### src/rtl/bank_config_pkg.sv
`default_nettype none
// ============================================================================
// Module      : bank_config_pkg
// Description : Shared state encoding and sizing helpers for the bank loader.
// Revision    : 1.0 - initial release
// ============================================================================
package bank_config_pkg;

    typedef enum logic [2:0] {
        ST_IDLE  = 3'd0,
        ST_LOAD  = 3'd1,
        ST_SETUP = 3'd2,
        ST_PULSE = 3'd3,
        ST_HOLD  = 3'd4,
        ST_DONE  = 3'd5
    } cfg_state_t;

    function automatic int words_per_row(input int bl, input int dw);
        return (bl + dw - 1) / dw;
    endfunction

    // Width able to hold 0..n-1, never narrower than one bit.
    function automatic int clog2_min1(input int n);
        return (n <= 1) ? 1 : $clog2(n);
    endfunction

endpackage
`default_nettype wire

### src/rtl/bl_row_assembler.sv
`default_nettype none
// ============================================================================
// Module      : bl_row_assembler
// Description : Builds one bit-line row from indexed words; the top word is
//               truncated at BL_WIDTH.
// Revision    : 1.0 - initial release
// ============================================================================
module bl_row_assembler
    import bank_config_pkg::*;
#(
    parameter int BL_WIDTH   = 315,
    parameter int DATA_WIDTH = 32
) (
    input  logic                                                        clk,
    input  logic                                                        reset,
    input  logic                                                        wr_en,
    input  logic [clog2_min1(words_per_row(BL_WIDTH, DATA_WIDTH))-1:0]  wr_idx,
    input  logic [DATA_WIDTH-1:0]                                       wr_data,
    input  logic                                                        clear,
    output logic [BL_WIDTH-1:0]                                         row
);

    localparam int C_WPR   = words_per_row(BL_WIDTH, DATA_WIDTH);
    localparam int C_IDX_W = clog2_min1(C_WPR);

    // One register slice per word; the last slice is only as wide as the
    // bits left in the row, so overflow bits of the top word never land.
    for (genvar k = 0; k < C_WPR; k++) begin : g_word
        localparam int C_LO = k * DATA_WIDTH;
        localparam int C_W  = (C_LO + DATA_WIDTH > BL_WIDTH) ? (BL_WIDTH - C_LO) : DATA_WIDTH;

        logic [C_W-1:0] r_slice;

        always_ff @(posedge clk or negedge reset) begin
            if (!reset) begin
                r_slice <= '0;
            end else if (clear) begin
                r_slice <= '0;
            end else if (wr_en && (wr_idx == C_IDX_W'(k))) begin
                r_slice <= wr_data[C_W-1:0];
            end
        end

        assign row[C_LO +: C_W] = r_slice;
    end

endmodule
`default_nettype wire

### src/rtl/bank_config_loader.sv
`default_nettype none
// ============================================================================
// Module      : bank_config_loader
// Description : Streams a bitstream into bit-line rows and strobes one word
//               line per row across the whole tile memory bank.
// Revision    : 1.0 - initial release
// ============================================================================
module bank_config_loader
    import bank_config_pkg::*;
#(
    parameter int BL_WIDTH   = 315,
    parameter int WL_WIDTH   = 4,
    parameter int DATA_WIDTH = 32,
    parameter int WL_PULSE   = 2
) (
    input  logic                  clk,
    input  logic                  reset,
    input  logic                  start,
    input  logic                  abort,
    input  logic [DATA_WIDTH-1:0] in_data,
    input  logic                  in_valid,
    output logic                  in_ready,
    output logic [BL_WIDTH-1:0]   bl_out,
    output logic [WL_WIDTH-1:0]   wl_out,
    output logic                  busy,
    output logic                  done
);

    localparam int C_WPR     = words_per_row(BL_WIDTH, DATA_WIDTH);
    localparam int C_WCNT_W  = clog2_min1(C_WPR);
    localparam int C_ROW_W   = clog2_min1(WL_WIDTH);
    localparam int C_PULSE_W = clog2_min1(WL_PULSE);

    cfg_state_t            r_state;
    logic [C_WCNT_W-1:0]   r_word_cnt;
    logic [C_ROW_W-1:0]    r_row;
    logic [C_PULSE_W-1:0]  r_pulse_cnt;
    logic [WL_WIDTH-1:0]   r_wl;
    logic                  r_busy;
    logic                  r_done;

    logic w_xfer;
    logic w_last_word;
    logic w_last_row;
    logic w_last_pulse;
    logic w_row_clear;

    // A word arriving in the same cycle as abort is refused outright.
    assign in_ready     = (r_state == ST_LOAD) && !abort;
    assign w_xfer       = in_valid && in_ready;
    assign w_last_word  = (r_word_cnt == C_WCNT_W'(C_WPR - 1));
    assign w_last_row   = (r_row == C_ROW_W'(WL_WIDTH - 1));
    assign w_last_pulse = (r_pulse_cnt == C_PULSE_W'(WL_PULSE - 1));
    assign w_row_clear  = abort || ((r_state == ST_HOLD) && w_last_row);

    bl_row_assembler #(
        .BL_WIDTH   (BL_WIDTH),
        .DATA_WIDTH (DATA_WIDTH)
    ) u_row (
        .clk     (clk),
        .reset   (reset),
        .wr_en   (w_xfer),
        .wr_idx  (r_word_cnt),
        .wr_data (in_data),
        .clear   (w_row_clear),
        .row     (bl_out)
    );

    always_ff @(posedge clk or negedge reset) begin
        if (!reset) begin
            r_state     <= ST_IDLE;
            r_word_cnt  <= '0;
            r_row       <= '0;
            r_pulse_cnt <= '0;
            r_wl        <= '0;
            r_busy      <= 1'b0;
            r_done      <= 1'b0;
        end else if (abort) begin
            r_state     <= ST_IDLE;
            r_word_cnt  <= '0;
            r_row       <= '0;
            r_pulse_cnt <= '0;
            r_wl        <= '0;
            r_busy      <= 1'b0;
            r_done      <= 1'b0;
        end else begin
            r_done <= 1'b0;
            case (r_state)
                ST_IDLE: begin
                    if (start) begin
                        r_state    <= ST_LOAD;
                        r_row      <= '0;
                        r_word_cnt <= '0;
                        r_busy     <= 1'b1;
                    end
                end
                ST_LOAD: begin
                    if (w_xfer) begin
                        if (w_last_word) begin
                            r_state <= ST_SETUP;
                        end else begin
                            r_word_cnt <= r_word_cnt + C_WCNT_W'(1);
                        end
                    end
                end
                ST_SETUP: begin
                    r_state     <= ST_PULSE;
                    r_wl        <= WL_WIDTH'(1) << r_row;
                    r_pulse_cnt <= '0;
                end
                ST_PULSE: begin
                    if (w_last_pulse) begin
                        r_state <= ST_HOLD;
                        r_wl    <= '0;
                    end else begin
                        r_pulse_cnt <= r_pulse_cnt + C_PULSE_W'(1);
                    end
                end
                ST_HOLD: begin
                    if (w_last_row) begin
                        r_state <= ST_DONE;
                        r_done  <= 1'b1;
                    end else begin
                        r_state    <= ST_LOAD;
                        r_row      <= r_row + C_ROW_W'(1);
                        r_word_cnt <= '0;
                    end
                end
                ST_DONE: begin
                    r_state <= ST_IDLE;
                    r_busy  <= 1'b0;
                end
                default: begin
                    r_state <= ST_IDLE;
                    r_wl    <= '0;
                    r_busy  <= 1'b0;
                end
            endcase
        end
    end

    assign wl_out = r_wl;
    assign busy   = r_busy;
    assign done   = r_done;

endmodule
`default_nettype wire

### config.mk
export PLATFORM = sky130hd
export DESIGN_NAME = bank_config_loader
export DESIGN_NICKNAME = d
export VERILOG_FILES = /design/src/rtl/bank_config_pkg.sv /design/src/rtl/bl_row_assembler.sv /design/src/rtl/bank_config_loader.sv
export SDC_FILE = /design/constraint.sdc
export NUM_CORES = 1
export LEC_CHECK = 0
export ABC_AREA = 0
export CELL_PAD_IN_SITES_DETAIL_PLACEMENT = 0
export CELL_PAD_IN_SITES_GLOBAL_PLACEMENT = 1
export CORE_MARGIN = 3
export CORE_UTILIZATION = 39
export CTS_CLUSTER_DIAMETER = 60
export CTS_CLUSTER_SIZE = 30
export DETAILED_ROUTE_END_ITERATION = 16
export GPL_TIMING_DRIVEN = 0
export PLACE_DENSITY_LB_ADDON = 0.1
export SYNTH_ARGS = -nofsm -noshare
export SYNTH_HDL_FRONTEND = slang
export SYNTH_HIERARCHICAL = 1
export SYNTH_SLANG_ARGS = --single-unit
export TNS_END_PERCENT = 100
### constraint.sdc
create_clock -name clk -period 2.9 [get_ports clk]
set_clock_uncertainty 0.1 [all_clocks]
set_input_delay 0.435 -clock clk [delete_from_list [all_inputs] [get_ports clk]]
set_output_delay 0.435 -clock clk [all_outputs]
set_load 0.02 [all_outputs]
==> results.sh <==
export IMPL_outcome="finished, final reports clean"
export IMPL_drive_above_1_share_pct=8.65
export IMPL_slew_viol_final=0
export IMPL_dieWidth_um=200
export IMPL_final_nets=1600
export IMPL_synthDistinctLibCells=45
export IMPL_multiInputGateArea_um2=5930
export IMPL_grt_max_degree=108
export IMPL_p_leak_nw=10.3
export IMPL_synth_main_ff_cell="dfrtp_1"
export IMPL_gr_total_overflow=0
export IMPL_floorplan_initialDensity_pct=39.9
export IMPL_crit_path_start_kind="register"
export IMPL_postSynthCellCount=1184
export IMPL_ios=359
export IMPL_synthSimpleGateAreaFrac_pct=17.0
export IMPL_fin_crit_sh_pct=96.4
export IMPL_met2_usage_pct=36.4
export IMPL_synth_cell_area_um2=14700
export IMPL_fillers=3249
export IMPL_fmax_ghz=0.358
export IMPL_ys_top_cells_by_area="dfrtp_1 56%, mux2i_1 21%, nand2b_1 15%, clkbuf_1 1.6%, buf_4 0.87%"
export IMPL_hpwlAfterDp_mm=32.7
export IMPL_fin_cells=2088
export IMPL_drc=0
export IMPL_grt_antenna_before_repair=2
export IMPL_synthXorXnorAreaFrac_pct=0
export IMPL_placed_cells=2049
export IMPL_synth_top_area_share_pct=56.3
export IMPL_grt_usage_pct=23.0
export IMPL_worst_r2r_path_depth=8
export IMPL_fin_area_um2=20200
export IMPL_synth_compound_area_share_pct=1.03
export IMPL_final_cell_mix="357 x clkdlybuf4s50_1, 342 x nand2b_1, 331 x dfrtp_1"
export IMPL_die_h_um=200
export IMPL_vias_per_cell=4.86
export IMPL_root_buffer="clkbuf_16"
export IMPL_dr_total_vias=10156
export IMPL_cp_max_fo=6
export IMPL_setup_violations=0
export IMPL_met3_usage_pct=6.78
export IMPL_max_slew_margin_pct=52.9
export IMPL_htreeDepth=2
export IMPL_maxCapViolCount=0
export IMPL_coreArea_um2=36900
export IMPL_yosysTopAreaCell="dfrtp_1"
export IMPL_synth_fa_ha_area_share_pct=0.510
export IMPL_port_buffers=358
export IMPL_synth_seq_area_share_pct=56.3
export IMPL_vdd_drop_max_mv=0.349
export IMPL_p_per_area_nw_per_um2=497
export IMPL_rrSetupSlack_ns=0.17
export IMPL_layout_min_cycle_time_ns=2.80
export IMPL_critPathKind="register to primary output"
export IMPL_clk_latency_ns=0.50
export IMPL_crit_arrival_ns=2.26
export IMPL_synthMuxAreaShare_pct=21.6
export IMPL_cts_tree="yes"
export IMPL_first_iter_violations=417
export IMPL_cts_buffers=35
export IMPL_routedWlPerCell_um=22.4
export IMPL_placed_area_um2=19000
export IMPL_critPathRequiredTime_ns=2.37
export IMPL_grt_busiest_layer="met2"
export IMPL_hold_path_class="input pin to async pin"
export IMPL_finalPower_mw=10.0
export IMPL_grt_pass1_vias=10695
export IMPL_post_cts_buffers=0
export IMPL_place_gp_congestion=0.788
export IMPL_avgSynthCellArea_um2=12.4
export IMPL_area_growth_pct=37.3
export IMPL_clock_path_buffers=3
export IMPL_grt_pass1_wl_mm=71.3
export IMPL_seq_area_um2=8280
export IMPL_endpoint_kind="primary output"
export IMPL_synth_top_family_by_area="multiplexers"
export IMPL_die_area_um2=40100
export IMPL_row_count=70
export IMPL_clk_pin_slew_ns=0.08
export IMPL_final_common_cell="clkdlybuf4s50_1"
export IMPL_syn_num_nets=1227
export IMPL_tightest_slew_ns=0.706
export IMPL_hold_viol=0
export IMPL_totalWireLength_mm=46.8
export IMPL_first_pass_iters=5
export IMPL_clock_sinks=331
export IMPL_ys_warn_count=6
export IMPL_ys_async_sr_fraction_pct=100
export IMPL_synth_seq_cells=331
export IMPL_met1_usage_pct=31.1
export IMPL_synth_edf_count=0
export IMPL_antenna_left=0
[final timing paths]
path | to | from
max reg2reg | u_row/g_word[0].r_slice[26] | r_state[1]
max in group asynchronous | u_row/g_word[7].r_slice[24] | reset
min | u_row/g_word[4].r_slice[6] | reset
max | in_ready | r_state[1]
min in group clk | wl_out[1] | wl_out[1]
min reg2reg | wl_out[1] | wl_out[1]
[synth_stat cells (2+ instances only)]
cell type,count
a2111oi_0,2
a21oi_1,4
a22o_1,4
and2_1,4
and3b_1,2
buf_1,7
buf_2,15
buf_4,17
buf_6,3
clkbuf_1,63
dfrtp_1,331
ha_1,6
inv_1,5
mux2i_1,316
nand2_1,7
nand2_2,4
nand2b_1,349
nand3_1,4
nand3_2,2
nand3b_1,2
nor2_1,6
nor2b_1,3
nor3_1,4
nor4b_1,3
[what timing repair did]
item	4_1_cts	5_1_grt
endpoints found under the hold margin	49	0
hold buffers	1	0
setup endpoints to repair	297	248
gates resized for setup	23	7
[cells by family after synthesis]
| family | Yosys count |
|---|---|
| adder cells (fa/ha/maj) | 6 |
| flip-flops | 331 |
| multiplexers | 317 |
| AND/OR/NAND/NOR | 398 |
| buffers and inverters | 112 |
| AO/OA/AOI/OAI | 20 |
[sequential cells by signal (all words and copies together), names as in the netlist]
signal,cells
r_word_cnt,4
r_pulse_cnt,1
busy,1
r_row,2
r_state,3
u_row/g_word.r_slice,315
wl_out,4
done,1
[area by class of cell]
cell class | count | share of cell area (%)
Inverter | 6 | 0.111
Tap cell | 504 | 3.12
Antenna cell | 1 | 0.0124
Sequential cell | 331 | 41.0
Buffer | 80 | 2.14
Clock buffer | 43 | 4.74
Multi-Input combinational cell | 741 | 29.4
Clock inverter | 20 | 1.27
Timing Repair Buffer | 362 | 18.2
[metal layers]
| layer | routed length (um) | vias up | share of wire, % |
|---|---|---|---|
| li1 | - | 4658 | - |
| met1 | 21000 | 5169 | 45 |
| met2 | 21400 | 274 | 46 |
| met3 | 3230 | 55 | 6.9 |
| met4 | 1200 | 0 | 2.6 |
| met5 | 0 | - | 0 |
[metrics by stage]
stage | setup WS (ns) | TNS [ns] | util, % | hold WS, ns
3_3_place_gp | -13.97 | -4726.68 | 51.3 | 0.388
5_1_grt | -0.00486 | -0.00486 | 54.8 | 0.333
2_1_floorplan | 0.533 | 0 | - | 0.0394
6_report | 0.104 | 0 | 54.8 | 0.303
4_1_cts | 0.00643 | 0 | 54.7 | 0.316
3_5_place_dp | -0.577 | -121.13 | 51.6 | 0.269
[power by group]
part	leakage [nW]	internal, mW	switching [mW]
registers	4.62	4.64	0.0193
logic	5.15	0.232	0.378
clock network	0.580	2.77	2.00
[worst max-delay path, stage by stage, from the launching register on]
cell             delay, ns
dfrtp_1               0.43
or4b_4                0.58
inv_2                 0.12
clkdlybuf4s50_1       0.63
No activity file was read; power rests on OpenSTA's default activity.
